File: config.mk
export PLATFORM = sky130hd
export DESIGN_NAME = sram_req_ctrl
export DESIGN_NICKNAME = d
export VERILOG_FILES = /design/src/rtl/sram_req_ctrl.sv
export SDC_FILE = /design/constraint.sdc
export NUM_CORES = 1
export LEC_CHECK = 0
export ABC_AREA = 0
export CAP_MARGIN = 20
export CORE_UTILIZATION = 31
export CTS_CLUSTER_DIAMETER = 30
export DETAILED_ROUTE_END_ITERATION = 10
export SLEW_MARGIN = 10
export SYNTH_ARGS = -nofsm -noshare
export SYNTH_HDL_FRONTEND = slang
export SYNTH_SLANG_ARGS = --single-unit
File: constraint.sdc
create_clock -name CK -period 3.25 [get_ports CK]
set_input_delay 0.65 -clock CK [delete_from_list [all_inputs] [get_ports CK]]
set_output_delay 0.65 -clock CK [all_outputs]
set_load 0.005 [all_outputs]
File: src/rtl/sram_req_ctrl.sv
// Request front-end for the 512x32 single-port SRAM macro: registered macro pins and a
// credit-limited read response FIFO. Define SRAM_INIT_EN to enable the post-reset zero-fill sweep.
module sram_req_ctrl #(
    parameter int WORDS  = 512,
    parameter int DATA_W = 32,
    parameter int ADDR_W = $clog2(WORDS),
    parameter int DEPTH  = 4
) (
    input  logic                CK,
    input  logic                RSTN,
    input  logic                req_valid,
    output logic                req_ready,
    input  logic                req_we,
    input  logic [ADDR_W-1:0]   req_addr,
    input  logic [DATA_W-1:0]   req_wdata,
    input  logic [DATA_W/8-1:0] req_be,
    output logic                rsp_valid,
    input  logic                rsp_ready,
    output logic [DATA_W-1:0]   rsp_rdata,
    input  logic [1:0]          cfg_rddelay,
    input  logic [1:0]          cfg_wrdelay,
    output logic                busy,
    output logic                mem_csn,
    output logic                mem_wen,
    output logic [ADDR_W-1:0]   mem_addr,
    output logic [DATA_W-1:0]   mem_din,
    output logic [DATA_W-1:0]   mem_mask,
    output logic [1:0]          mem_rddelay,
    output logic [1:0]          mem_wrdelay,
    input  logic [DATA_W-1:0]   mem_dout
);
    localparam int BE_W  = DATA_W / 8;
    localparam int CNT_W = $clog2(DEPTH + 1);
    localparam int PTR_W = (DEPTH > 1) ? $clog2(DEPTH) : 1;

    typedef enum logic {INIT, RUN} state_e;

    state_e                         state_q, state_d;
    logic                           ready_q, ready_d;
    logic                           csn_q, csn_d, wen_q, wen_d;
    logic [ADDR_W-1:0]              addr_q, addr_d;
    logic [DATA_W-1:0]              din_q, din_d, mask_q, mask_d;
    logic [1:0]                     rddly_q, wrdly_q;
    logic [1:0]                     rd_pipe_q, rd_pipe_d;
    logic [CNT_W-1:0]               pending_q, pending_d, count_q, count_d;
    logic [PTR_W-1:0]               wr_ptr_q, wr_ptr_d, rd_ptr_q, rd_ptr_d;
    logic [DEPTH-1:0][DATA_W-1:0]   fifo_q, fifo_d;
    logic                           rd_acc, push, pop;
`ifdef SRAM_INIT_EN
    logic [ADDR_W-1:0]              init_cnt_q, init_cnt_d;
`endif

    function automatic logic [PTR_W-1:0] ptr_inc(input logic [PTR_W-1:0] p);
        return (p == PTR_W'(DEPTH - 1)) ? '0 : p + 1'b1;
    endfunction

    assign req_ready   = ready_q;
    assign rsp_valid   = (count_q != '0);
    assign rsp_rdata   = fifo_q[rd_ptr_q];
    assign mem_csn     = csn_q;
    assign mem_wen     = wen_q;
    assign mem_addr    = addr_q;
    assign mem_din     = din_q;
    assign mem_mask    = mask_q;
    assign mem_rddelay = rddly_q;
    assign mem_wrdelay = wrdly_q;
    assign busy        = (state_q == INIT);

    always_comb begin
        state_d = state_q;
        csn_d   = 1'b1;
        wen_d   = wen_q;
        addr_d  = addr_q;
        din_d   = din_q;
        mask_d  = mask_q;
        rd_acc  = 1'b0;
`ifdef SRAM_INIT_EN
        init_cnt_d = init_cnt_q;
`endif
        case (state_q)
            INIT: begin
`ifdef SRAM_INIT_EN
                csn_d      = 1'b0;
                wen_d      = 1'b0;
                addr_d     = init_cnt_q;
                din_d      = '0;
                mask_d     = '1;
                init_cnt_d = init_cnt_q + 1'b1;
                if (init_cnt_q == ADDR_W'(WORDS - 1)) state_d = RUN;
`else
                state_d = RUN;
`endif
            end
            default: begin
                if (req_valid && ready_q) begin
                    if (!req_we) begin
                        csn_d  = 1'b0;
                        wen_d  = 1'b1;
                        addr_d = req_addr;
                        rd_acc = 1'b1;
                    end else if (|req_be) begin
                        // An all-zero byte-enable write is consumed without touching the macro.
                        csn_d  = 1'b0;
                        wen_d  = 1'b0;
                        addr_d = req_addr;
                        din_d  = req_wdata;
                        for (int i = 0; i < BE_W; i++) mask_d[8*i +: 8] = {8{req_be[i]}};
                    end
                end
            end
        endcase

        // rd_pipe[0]: read on the pins; rd_pipe[1]: macro has sampled it, DOUT valid now.
        rd_pipe_d = {rd_pipe_q[0], rd_acc};
        push      = rd_pipe_q[1];
        pop       = rsp_valid && rsp_ready;

        fifo_d   = fifo_q;
        wr_ptr_d = wr_ptr_q;
        rd_ptr_d = rd_ptr_q;
        if (push) begin
            fifo_d[wr_ptr_q] = mem_dout;
            wr_ptr_d         = ptr_inc(wr_ptr_q);
        end
        if (pop) rd_ptr_d = ptr_inc(rd_ptr_q);
        count_d   = count_q + CNT_W'(push) - CNT_W'(pop);
        pending_d = pending_q + CNT_W'(rd_acc) - CNT_W'(pop);

        // Registered so that req_ready never depends combinationally on rsp_ready.
        ready_d = (state_d == RUN) && (pending_d < CNT_W'(DEPTH));
    end

    always_ff @(posedge CK) begin
        if (!RSTN) begin
`ifdef SRAM_INIT_EN
            state_q    <= INIT;
            init_cnt_q <= '0;
`else
            state_q    <= RUN;
`endif
            ready_q   <= 1'b0;
            csn_q     <= 1'b1;
            wen_q     <= 1'b1;
            addr_q    <= '0;
            din_q     <= '0;
            mask_q    <= '0;
            rddly_q   <= '0;
            wrdly_q   <= '0;
            rd_pipe_q <= '0;
            pending_q <= '0;
            count_q   <= '0;
            wr_ptr_q  <= '0;
            rd_ptr_q  <= '0;
            fifo_q    <= '0;
        end else begin
`ifdef SRAM_INIT_EN
            init_cnt_q <= init_cnt_d;
`endif
            state_q   <= state_d;
            ready_q   <= ready_d;
            csn_q     <= csn_d;
            wen_q     <= wen_d;
            addr_q    <= addr_d;
            din_q     <= din_d;
            mask_q    <= mask_d;
            rddly_q   <= cfg_rddelay;
            wrdly_q   <= cfg_wrdelay;
            rd_pipe_q <= rd_pipe_d;
            pending_q <= pending_d;
            count_q   <= count_d;
            wr_ptr_q  <= wr_ptr_d;
            rd_ptr_q  <= rd_ptr_d;
            fifo_q    <= fifo_d;
        end
    end
endmodule

==> results.cfg, run 1 <==
[status]
outcome = complete, no violations

[cts]
cts_max_path_buffers = 2
clkTransAtPathRegs_ns = 0.07
cts_resized = 0
cts_setup_buffers = 0
cts_root_buffer = clkbuf_16
cts_made_buffers = 17
cts_sinks = 192
cts_hold_buf = 0
cts_tree = yes
clock_latency_ns = 0.44
htreeDepth = 4

[timing]
tns_ns = 0
rsz0062_at_grt = no
worst_pin_slew_ns = 0.776
period_share_pct = 90.8
slew_headroom_pct = 48.1
timing.fmax_mhz = 339
hold_viol_final = 0
maxSlewViolCount = 0
min_period_ns = 2.95
setup_violations = 0
clock_skew_ns = 0.0147
holdWs_ns = 0.449

[drt]
post_drt_wl_per_cell_um = 15.6
drt_iter0_markers = 329
ant_nets = 0
routed_wl_um = 22100
viasPerCell = 4.70
vias = 6681
drtPass1Iterations = 6
drc = 0

[grt]
antenna_found_initial = 0
grtUsageTotal_pct = 16.0
grt_max_degree = 97
grt_pass1_vias = 6618
gr-total-overflow = 0
grt_pass1_wl_um = 35500

[finish]
syn_to_final_growth_pct = 31.5
final_cell_mix = nand2_1 (332), clkdlybuf4s50_1 (197), dfxtp_1 (190)
final_nets = 1163
diodes = 0
final_common_cell = nand2_1
drive_gt1_share_pct = 8.25

[pwr]
swShare_pct = 27.9
clkPwrFrac_pct = 36.6
vdd_drop_max_mv = 0.350
p_leak_uw = 0.00369
power_density_nw_per_um2 = 504
p_sw_uw = 1570
seq_power_share_pct = 45.8
comb_power_share_pct = 17.5
p_int_uw = 4050

[synth]
synth_cell_types = 31
syn_area_um2 = 8480
synth_edf_count = 0
synth-main-ff-cell = dfxtp_1
yosysTopAreaCell = dfxtp_1
ys_seq_elements = 192
syn-num-nets = 1032
postSynth.asyncResetShare_pct = 0
netlist_instances = 935
syn_area_per_cell_um2 = 9.07
synth_top_area_share_pct = 45.3
ys_seq_area_share_pct = 45.3
ys_top_cells_by_area = dfxtp_1 (45%), nand2_1 (15%), a21boi_0 (11%)
ys_warn_count = 0

[setup_path]
endpoint_kind = primary output
cp_max_fo = 13
critPathRequiredTime_ns = 2.60
criticalPathCategory = flop to primary output
cp-start-kind = flop
arrival_ns = 2.30

[die]
die_y_um = 167
io_pins = 200
dieArea_um2 = 28000
die_x_um = 167
coreArea_um2 = 26900
row_count = 60
start_util_pct = 31.5

[placement]
hpwl_um = 13700
gp_congestion = 0.721
io_buffer_count = 198

[flow_run]
maxCapViolCount = 0

[hold_path]
hp-class = flop to flop
[power groups by stage]
stage               Clock (uW)  Sequential [uW]  Combinational [uW]
CTS                       2130             2580                1010
global route              2210             2600                1090
finish                    2060             2580                 987
global placement             0             2640                 991
detailed placement           0             2640                1000
floorplan                    0             2580                 591
[cell type report]
type                       instances  area [um2]
fill                            2697       15700
inverter                           8        30.0
timing repair buffer             218        2230
sequential                       192        3850
tap                              341         427
clock inverter                    15         149
clock buffer                      17         425
multi-input combinational        629        4040
[through the flow]
stage	utilization, %	instances	total power [uW]	area (um2)	setup slack (ns)
floorplan	-	935	3170	8480	0.835
CTS	41.5	1420	5720	11200	0.227
detailed placement	39.4	1388	3640	10600	0.398
global route	41.5	1420	5900	11200	0.158
global placement	39.4	1388	3630	10600	0.415
finish	41.5	1420	5620	11200	0.299
[synth_stat cells, types with 2 or more instances]
library cell  count
and2_1           14
nor2b_1           4
nand2_1         332
a21boi_0        128
ha_1              9
nor2_1            3
nand4b_1         18
mux2i_1          33
buf_4            32
inv_1             8
buf_1             2
nor3b_1           2
nand3_1          12
fa_1              2
dfxtp_1         192
buf_6             4
o21ai_0           6
nand4_1          22
mux4_2           32
buf_2            16
xnor2_1           3
clkbuf_1         52
[state kept, by name, summed over array words and instances, names as in the netlist, 3 cells and up]
name / count
pending_q: 3
fifo_q: 128
mem_din: 32
mem_mask: 4
count_q: 3
mem_addr: 9
[logic make-up after synthesis]
kind of cell | after synthesis | share of synthesized area (%)
flops | 192 | 45.3
fa+ha+maj | 11 | 1.80
buf+inv | 114 | 7.06
other cells | 1 | 0.0442
compound gates | 138 | 12.0
mux | 65 | 12.4
xor+xnor | 4 | 0.413
simple gates | 410 | 20.9
[worst max-delay path, stage by stage (launching register included)]
cell and delay [ns]:
dfxtp_2 0.63, buf_12 0.24, mux4_2 0.51, clkdlybuf4s50_1 0.49
[layer usage]
metal	vias up	share of wire, %	GRT usage, %	wire (um)
li1	3349	-	-	-
met1	3131	45	19.7	9920
met2	183	47	27.1	10500
met3	18	6.3	4.92	1400
met4	0	1.4	4.23	303
met5	-	0	0	0
[final timing paths]
path	start	slack [ns]	depth (start not counted)	end
setup / recovery	rd_ptr_q[0]$_SDFFE_PN0P_	0.30	3	rsp_rdata[20]
hold / removal	rd_pipe_q[0]$_SDFF_PN0_	0.45	1	rd_pipe_q[1]$_SDFF_PN0_
setup reg to reg	count_q[1]$_SDFF_PN0_	0.74	10	req_ready$_SDFF_PN0_
hold reg to reg	rd_pipe_q[0]$_SDFF_PN0_	0.45	1	rd_pipe_q[1]$_SDFF_PN0_
Note: power is estimated with default switching activity, not from simulation.
==> run 2: changes to the inputs <==
Settings changed: PLACE_DENSITY set to 0.64.
==> run 2 against run 1 <==
Compared with the run above: clock power is 6% higher; final area up 0.28%; register-to-register slack better by 0.05 ns; fmax decreased by 2.2%; critical endpoint is now rsp_rdata[14].
==> results.cfg, run 2 (synthesis results as in run 1) <==
[setup_path]
cp-start-kind = flop
cp_top_family = buffers and inverters
endpoint_kind = primary output
cpPeakStageDelay_ns = 0.61
path_buf_inv = 2
cp_cell_sequence = buf_4 -> mux4_2 -> clkdlybuf4s50_1
slowest_stage = dfxtp_2
cp_max_fo = 12
criticalPathCategory = flop to primary output
critPathRequiredTime_ns = 2.60
arrival_ns = 2.37

[finish]
syn_to_final_growth_pct = 31.9
largest_register = fifo_q
drive_gt1_share_pct = 8.25
final_common_cell = nand2_1
final.fill_count = 2602
final_nets = 1163
register_area_um2 = 3850
multiInputGateArea_um2 = 4040
finish.utilization_pct = 41.6
stdcell_area_um2 = 11200
layout.cells.non_filler = 1421
final_cell_mix = nand2_1 (332), clkdlybuf4s50_1 (197), dfxtp_1 (190)
largest_register_ffs = 128

[cts]
cts_made_buffers = 17
cts_resized = 0
cts_hold_buf = 0
clkTransAtPathRegs_ns = 0.08
cts_setup_buffers = 0
cts_sinks = 192
cts_root_buffer = clkbuf_16
cts_max_path_buffers = 2
htreeDepth = 4
clock_latency_ns = 0.43
cts_tree = yes

[grt]
grt_use_met1_pct = 19.2
grt_pass1_wl_um = 34900
grt_use_met2_pct = 26.7
grtUsageTotal_pct = 15.7
antenna_found_initial = 1
grt-busiest-layer = met2
grt_pass1_vias = 6646
met3_usage_pct = 5.44
gr-total-overflow = 0
grt_max_degree = 86

[die]
die_x_um = 167
row_count = 60
start_util_pct = 31.5
dieArea_um2 = 28000
coreArea_um2 = 26900
die_y_um = 167
io_pins = 200

[pwr]
vdd_drop_max_mv = 0.282
power_density_nw_per_um2 = 514
power.total_uw = 5750
p_leak_uw = 0.00371

[placement]
place_inst = 1388
dpl_cell_area_um2 = 10600
hpwl_um = 13700
io_buffer_count = 198
gp_congestion = 0.716

[status]
outcome = complete, no violations

[timing]
tns_ns = 0
min_period_ns = 3.02
setup_violations = 0
clock_skew_ns = 0.0154
rsz0062_at_grt = no
hold_viol_final = 0
slew_headroom_pct = 40.4
timing.fmax_mhz = 331
maxSlewViolCount = 0
period_share_pct = 92.9
worst_pin_slew_ns = 0.891

[drt]
ant_nets = 0
routed_wl_um = 21800
drtPass1Iterations = 4
post_drt_wl_per_cell_um = 15.3
viasPerCell = 4.73
drc = 0
drt_iter0_markers = 328
vias = 6726

[flow_run]
maxCapViolCount = 0

[hold_path]
hp-class = flop to flop
[run 2: final cells by class]
type | instances | area share (%)
multi-input combinational | 629 | 36.1
sequential | 192 | 34.4
timing repair buffer | 218 | 19.9
tap | 341 | 3.82
clock buffer | 17 | 3.80
clock inverter | 15 | 1.70
inverter | 8 | 0.269
antenna | 1 | 0.0224
[run 2: worst reg2reg max path: stages, from the launching register on]
cell and delay (ns):
dfxtp_1 0.36, o31ai_1 0.53, inv_1 0.13, ha_1 0.29, inv_1 0.05, ha_1 0.13
inv_1 0.05, fa_1 0.36, xor2_1 0.16, xnor2_1 0.14, and2_1 0.15
[run 2: report_power, final]
| part | total [uW] | switching, uW | internal [uW] |
|---|---|---|---|
| logic | 970 | 406 | 564 |
| registers | 2580 | 122 | 2460 |
| clock network | 2190 | 1020 | 1180 |
| total | 5750 | 1550 | 4200 |
[run 2: routing by layer]
metal  up-vias  part of all wire, %
met5         -                    0
met4         0                 0.51
met3         6                  7.3
met2       194                   48
met1      3168                   44
li1       3358                    -
[run 2: final timing paths]
path                             end                startpoint  slack (ns)  cells past startpoint
max                    rsp_rdata[14]  rd_ptr_q[0]$_SDFFE_PN0P_        0.23                      3
min          rd_pipe_q[1]$_SDFF_PN0_   rd_pipe_q[0]$_SDFF_PN0_        0.46                      1
max reg2reg     req_ready$_SDFF_PN0_     count_q[1]$_SDFF_PN0_        0.79                     10
min reg2reg  rd_pipe_q[1]$_SDFF_PN0_   rd_pipe_q[0]$_SDFF_PN0_        0.46                      1
[run 2: stage by stage]
stage / setup slack (ns) / hold WS [ns]
final: 0.231 / 0.457
after global routing: 0.0862 / 0.479
after CTS: 0.146 / 0.463
after detailed placement: 0.431 / 0.430
after global placement: 0.439 / 0.429
after floorplan: 0.835 / 0.412
==> run 3: changes to the inputs <==
--- a/config.mk
+++ b/config.mk
@@ -8,4 +8,5 @@
 export ABC_AREA = 0
 export CAP_MARGIN = 20
+export CORE_MARGIN = 2
 export CORE_UTILIZATION = 31
 export CTS_CLUSTER_DIAMETER = 30
==> constraint.sdc (replaced) <==
create_clock -name CK -period 3.25 [get_ports CK]
set_input_delay 0.4875 -clock CK [delete_from_list [all_inputs] [get_ports CK]]
set_output_delay 0.4875 -clock CK [all_outputs]
set_load 0.005 [all_outputs]
==> run 3 against run 2 <==
Compared with the run above: core utilization barely moved; combinational power rose by 2.2%; final cell count fell by 0.14%; wire length rose by 1.8%; sequential share of layout area barely moved; clock power rose by 2%; die area rose by 2.4%; final area fell by 0.10%.
==> results.cfg, run 3 (synthesis results as in run 1) <==
[cts]
cts_hold_buf = 0
cts_made_buffers = 17
cts_root_buffer = clkbuf_16
clkTransAtPathRegs_ns = 0.08
cts_setup_buffers = 0
cts_resized = 0
clock_latency_ns = 0.45
cts_tree = yes
htreeDepth = 4
cts_max_path_buffers = 2
cts_sinks = 192

[setup_path]
r2r-start = count_q[1]$_SDFF_PN0_
worstSetupStartpoint = rd_ptr_q[1]$_SDFFE_PN0P_
cp-start-kind = flop
reg2reg_slack_ns = 0.78
critPathRequiredTime_ns = 2.76
arrival_ns = 2.26
r2r-end = req_ready$_SDFF_PN0_
criticalPathCategory = flop to primary output
r2r_cells = 10
endpoint_kind = primary output
cp_max_fo = 18

[timing]
slew_headroom_pct = 43.7
clock_skew_ns = 0.0184
worst_pin_slew_ns = 0.844
fin_ws_ns = 0.503
min_period_ns = 2.75
timing.fmax_mhz = 364
tns_ns = 0
setup_violations = 0
rsz0062_at_grt = no
maxSlewViolCount = 0
hold_viol_final = 0
period_share_pct = 84.5

[drt]
vias = 6763
post_drt_wl_per_cell_um = 15.6
drtPass1Iterations = 4
routed_wl_um = 22100
ant_nets = 0
drc = 0
viasPerCell = 4.77
drt_iter0_markers = 441

[finish]
final_common_cell = nand2_1
drive_gt1_share_pct = 8.16
final_cell_mix = nand2_1 (332), clkdlybuf4s50_1 (197), dfxtp_1 (190)
stdcell_area_um2 = 11200
final_nets = 1162
diodes = 0
register_area_um2 = 3850
largest_register_ffs = 128
syn_to_final_growth_pct = 31.8
largest_register = fifo_q
multiInputGateArea_um2 = 4040
finish.utilization_pct = 41.6
final.fill_count = 2623

[die]
die_y_um = 169
die_x_um = 169
coreArea_um2 = 26900
dieArea_um2 = 28700
row_count = 60
io_pins = 200
start_util_pct = 31.5

[status]
outcome = complete, no violations

[hold_path]
holdPathEnd = mem_din[5]$_SDFFE_PN0P_
worstHoldStart = mem_din[5]$_SDFFE_PN0P_
hold_depth = 2
hp-class = flop to flop

[grt]
gr-total-overflow = 0
grtUsageTotal_pct = 15.8
grt_max_degree = 92
grt_pass1_vias = 6853
antenna_found_initial = 0
grt_pass1_wl_um = 36200

[pwr]
vdd_drop_max_mv = 0.308
power_density_nw_per_um2 = 517
power.total_uw = 5780
p_leak_uw = 0.00370

[placement]
hpwl_um = 13700
gp_congestion = 0.711
io_buffer_count = 198
dpl_cell_area_um2 = 10500
place_ws_ns = 0.558

[flow_run]
maxCapViolCount = 0
[run 3: per-layer routing]
| layer | vias up | part of all wire [%] | track usage [%] |
|---|---|---|---|
| li1 | 3354 | - | - |
| met1 | 3181 | 44 | 19.9 |
| met2 | 213 | 48 | 26.5 |
| met3 | 15 | 7.3 | 4.83 |
| met4 | 0 | 0.83 | 3.94 |
| met5 | - | 0 | 0 |
[run 3: how the worst max path moves through the flow]
stage	to	slack, ns	cells after the start
after floorplan	req_ready$_SDFF_PN0_	1.0	11
after global placement	req_ready$_SDFF_PN0_	0.58	11
after detailed placement	req_ready$_SDFF_PN0_	0.56	11
after CTS	rsp_rdata[29]	0.48	2
after global routing	rsp_rdata[30]	0.41	2
final	rsp_rdata[30]	0.50	2
[run 3: layout make-up]
type / count / share of cell area, %
Clock buffer: 17 / 3.81
Timing Repair Buffer: 217 / 19.6
Tap cell: 341 / 3.82
Inverter: 8 / 0.269
Sequential cell: 192 / 34.4
Multi-Input combinational cell: 629 / 36.2
Clock inverter: 15 / 1.92
[run 3: critical path, cell delays in order, from the launching register on]
cell and delay [ns]:
dfxtp_2 0.74, mux4_2 0.58, clkdlybuf4s50_1 0.49
[run 3: power by group]
part / internal, uW / switching, uW / leakage, uW / total [uW]
combinational: 555 / 435 / 0.00184 / 991
clock: 1080 / 1140 / 0.000307 / 2230
sequential: 2460 / 98.3 / 0.00155 / 2560
total: 4100 / 1680 / 0.00370 / 5780
[run 3: stage by stage]
| step | std cells | hold WS, ns |
|---|---|---|
| floorplan | 935 | 0.412 |
| global placement | 1387 | 0.441 |
| global route | 1419 | 0.480 |
| CTS | 1419 | 0.465 |
| finish | 1419 | 0.460 |
| detailed placement | 1387 | 0.449 |
